[src/rtl/minority_voter_seq.sv]
// Bit-serial minority/majority voter: accepts a WIDTH-bit vector, counts its ones
// one bit per clock, then presents a registered vote, tie flag and ones count.
module minority_voter_seq #(
    parameter int unsigned WIDTH   = 4,
    parameter bit          TIE_VAL = 1'b0,
    localparam int unsigned CNT_W  = $clog2(WIDTH + 1)
) (
    input  logic             CLK,
    input  logic             RST,
    input  logic [WIDTH-1:0] IN,
    input  logic             MODE,
    input  logic             IN_VALID,
    output logic             IN_READY,
    output logic             OUT,
    output logic             TIE,
    output logic [CNT_W-1:0] ONES,
    output logic             OUT_VALID,
    input  logic             OUT_READY
);

    typedef enum logic [1:0] {IDLE, COUNT, DONE} state_t;

    // One extra bit so 2*ones never overflows when compared with WIDTH.
    localparam int unsigned      CMP_W    = CNT_W + 1;
    localparam logic [CNT_W-1:0] LAST_IDX = CNT_W'(WIDTH - 1);
    localparam logic [CMP_W-1:0] WIDTH_C  = CMP_W'(WIDTH);

    state_t           state;
    logic [WIDTH-1:0] shreg;
    logic             mode_q;
    logic [CNT_W-1:0] count;
    logic [CNT_W-1:0] idx;
    logic             accept;
    logic [CNT_W-1:0] ones_next;
    logic [CMP_W-1:0] twice;
    logic             tie_next;
    logic             vote_next;

    assign IN_READY  = (state == IDLE) && !RST;
    assign OUT_VALID = (state == DONE);
    assign accept    = IN_VALID && IN_READY;

    // Vote for the count as it will stand after the current step.
    always_comb begin
        // NOTE: every output of this block gets a default first, so no path can infer a latch.
        vote_next = 1'b0;
        ones_next = count + CNT_W'(shreg[0]);
        twice     = {ones_next, 1'b0};
        tie_next  = (twice == WIDTH_C);
        if (tie_next)
            vote_next = TIE_VAL;
        else if (mode_q)
            vote_next = (twice > WIDTH_C);
        else
            vote_next = (twice < WIDTH_C);
    end

    // NOTE: shreg and mode_q carry no reset; they are always reloaded on acceptance before use.
    always_ff @(posedge CLK) begin
        if (accept) begin
            shreg  <= IN;
            mode_q <= MODE;
        end else if (state == COUNT) begin
            shreg  <= shreg >> 1;
        end
    end

    // NOTE: sequential state uses non-blocking assignments so every register samples pre-edge values.
    always_ff @(posedge CLK) begin
        if (RST) begin
            state <= IDLE;
            OUT   <= 1'b0;
            TIE   <= 1'b0;
            ONES  <= '0;
            count <= '0;
            idx   <= '0;
        end else begin
            case (state)
                IDLE: begin
                    if (accept) begin
                        state <= COUNT;
                        count <= '0;
                        idx   <= '0;
                    end
                end
                COUNT: begin
                    count <= ones_next;
                    idx   <= idx + 1'b1;
                    if (idx == LAST_IDX) begin
                        state <= DONE;
                        OUT   <= vote_next;
                        TIE   <= tie_next;
                        ONES  <= ones_next;
                    end
                end
                DONE: begin
                    if (OUT_READY)
                        state <= IDLE;
                end
                default: state <= IDLE;
            endcase
        end
    end

endmodule

[config.mk]
export PLATFORM = sky130hd
export DESIGN_NAME = minority_voter_seq
export DESIGN_NICKNAME = d
export VERILOG_FILES = /design/src/rtl/minority_voter_seq.sv
export SDC_FILE = /design/constraint.sdc
export NUM_CORES = 1
export LEC_CHECK = 0
export CAP_MARGIN = 20
export CORE_UTILIZATION = 53
export DETAILED_ROUTE_END_ITERATION = 8
export PLACE_DENSITY_LB_ADDON = 0.12
export REMOVE_ABC_BUFFERS = 1
export SLEW_MARGIN = 0
export SYNTH_ARGS = -nofsm -noshare
export SYNTH_HDL_FRONTEND = slang
export SYNTH_SLANG_ARGS = --single-unit
export TNS_END_PERCENT = 20
[constraint.sdc]
create_clock -name CLK -period 3.2 [get_ports CLK]
set_input_delay 0.32 -clock CLK [delete_from_list [all_inputs] [get_ports CLK]]
set_output_delay 0.32 -clock CLK [all_outputs]
set_load 0.05 [all_outputs]
==> metrics.cfg <==
[clock_tree]
cts.sinks = 18
cts_max_level = 1
ctsHoldBuffers = 0
clock_latency_ns = 0.28
cts_inserted_buffers = 3
cts_tree = done
postCtsSetupBuffers = 0
cts_resized = 0
clock-root-buffer = clkbuf_4
clk_pin_slew_ns = 0.09
cts_buffer_depth = 2

[routing]
vias = 573
first_iter_violations = 6
vias_per_cell = 5.41
routed_wl_um = 1330
drt.antenna.violating_nets = 0
drc = 0
routedWlPerCell_um = 12.5
first_pass_iters = 4

[place]
dpl-instance-area_um2 = 971
dp_hpwl_um = 997
gp_congestion = 0.668
placed_cells = 102
pre_cts_ws_ns = 0.972
io_buffers = 15

[worst_setup_path]
critPathLaunchType = primary input
worst_r2r_endpoint = OUT
setup.worst_path.start = RST
cp_max_fo = 15
worstPathRequired_ns = 2.88
r2r-start = shreg[0]
critPathArrivalTime_ns = 1.91
worstRegToRegCells = 6
rrSetupSlack_ns = 1.54
crit_path_end_kind = output port
crit_type = primary input to output port

[logic_synthesis]
ys_warn_count = 0
synth_top_family_by_area = simple AND/OR/NAND/NOR gates
ys.flop_type = dfxtp_1
ys_seq_area_share_pct = 49.5
synthSimpleGateAreaFrac_pct = 19.5
synth_common_cells = 13 x dfxtp_1, 9 x nor2_1, 6 x a21oi_1, 5 x edfxtp_1
synth.most_common_cell = dfxtp_1
syn-mean-instance-area_um2 = 11.1
synth_top_area_cell = dfxtp_1
netlist-cell-type-count = 31
synth_xor_area_share_pct = 2.11
synthArstFlopShare_pct = 0
synthMuxAreaShare_pct = 7.99
synth_area_um2 = 830
synth_compound_area_share_pct = 10.3
synthAdderAreaFrac_pct = 6.03
netlist_instances = 75
ys_top_cells_by_area = dfxtp_1 31%, edfxtp_1 18%, ha_1 6.0%, mux2_4 5.4%, nor2_1 4.1%
synth-edff-count = 5
synth_top_area_share_pct = 31.4
synth_seq_cells = 18

[sta]
slew_violations = 0
fin_skew_ns = 0.0113
setup_violations = 0
worstMarginPinSlew_ns = 0.501
rsz0062_at_grt = no
whs_ns = 0.456
slew_headroom_pct = 66.5
min_period_ns = 2.23
hold_viol = 0
setup_ws_ns = 0.971
post-route-period-util_pct = 69.7
setup-tns-final_ns = 0
fmax_mhz = 449

[min_path]
hold_end = ONES[0]
min_from = ONES[0]
worstHoldPathType = flip-flop to flip-flop
whs_path_depth = 2

[pwr]
intPower_uw = 320
ir_drop_mv = 0.226
power_frac_seq_pct = 60.2
p_clk_share_pct = 27.4
total_power_uw = 414
pwr-share-comb_pct = 12.4
p_per_area_nw_per_um2 = 415
p_leak_nw = 0.387
switching_share_pct = 22.8
p_sw_uw = 94.2

[global_route]
antenna_found_initial = 0
grt-ovfl-total = 0
met2_usage_pct = 28.1
grt_max_degree = 16
grtUsageMet3_pct = 2.61
top_usage_layer = met2
grt_pass1_vias = 539
grt_usage_pct = 17.4
grt.met1_usage_pct = 22.8
grt_first_pass_wirelength_um = 2330

[finish]
antennaDiodeCount = 0
fin_util_pct = 72.1
drive_gt1_share_pct = 14.3
final_nets = 105
stdcell_count = 106
synthToLayoutAreaGrowth_pct = 20.2
finish.instance_area_um2 = 997

[die]
die-area_um2 = 1730
pin_count = 16
row_count = 13
start_util_pct = 60.0
fp.coreArea_um2 = 1380
die_w_um = 41.6
die_h_um = 41.6

[outcome]
outcome = finished clean

[flow_run]
maxCapViolations = 0

cell families (layout without fill, tap and decap cells):
kind of cell,Yosys count,count (layout)
DFF,18,18
muxes,5,5
adders and majority gates,4,4
and+or+nand+nor,29,29
xor gates and xnor gates,2,2
AOI/OAI and AO/OA,12,12
buffers and inverters,5,21
metal layers:
metal  wire length, um  share of wire [%]
met5                 0                  0
met4                15                1.1
met3                39                2.9
met2               635                 48
met1               635                 48
how the worst max path moves through the flow:
stage | end | slack, ns | cells past startpoint
floorplan | shreg[0] | 1.29 | 3
CTS | IN_READY | 0.96 | 4
global route | IN_READY | 0.89 | 4
detailed placement | IN_READY | 0.97 | 4
global placement | IN_READY | 0.98 | 4
finish | IN_READY | 0.97 | 4
registers in the layout, summed over array words and instances, names as in the netlist:
register / cells
ONES: 3
idx: 3
shreg: 4
OUT: 1
state: 2
count: 3
mode_q: 1
TIE: 1
critical path, stage by stage:
cell             delay [ns]
clkdlybuf4s50_1        0.39
buf_4                  0.19
nor3_2                 0.16
clkdlybuf4s50_1        0.84
power by group through the flow:
stage | combinational [mW] | clock [mW] | sequential [mW]
after floorplan | 0.0310 | 0 | 0.253
after global placement | 0.0507 | 0 | 0.254
after detailed placement | 0.0517 | 0 | 0.255
after CTS | 0.0519 | 0.116 | 0.249
after global routing | 0.0572 | 0.126 | 0.250
final | 0.0514 | 0.113 | 0.249
area by class of cell:
class / count / area (um2)
inverters: 1 / 3.75
clock buffers: 4 / 26.3
flip-flops and latches: 18 / 410
well taps: 15 / 18.8
multi-input cells: 52 / 380
repair buffers: 16 / 158
fillers: 97 / 385
layout by cell type (no fill, tap or decap), types with 2 or more instances in the layout:
| cell type | netlist | routed |
|---|---|---|
| mux2_4 | 3 | 3 |
| or2_1 | 2 | 2 |
| dfxtp_1 | 13 | 13 |
| ha_1 | 4 | 4 |
| a21oi_1 | 6 | 6 |
| edfxtp_1 | 5 | 5 |
| clkdlybuf4s50_1 | 0 | 15 |
| nor2_1 | 9 | 9 |
| nand2_1 | 3 | 3 |
| clkbuf_4 | 0 | 3 |
| nand3_1 | 3 | 3 |
| nor2b_1 | 2 | 2 |
| a22oi_1 | 4 | 4 |
(Power assumes the default switching activity.)
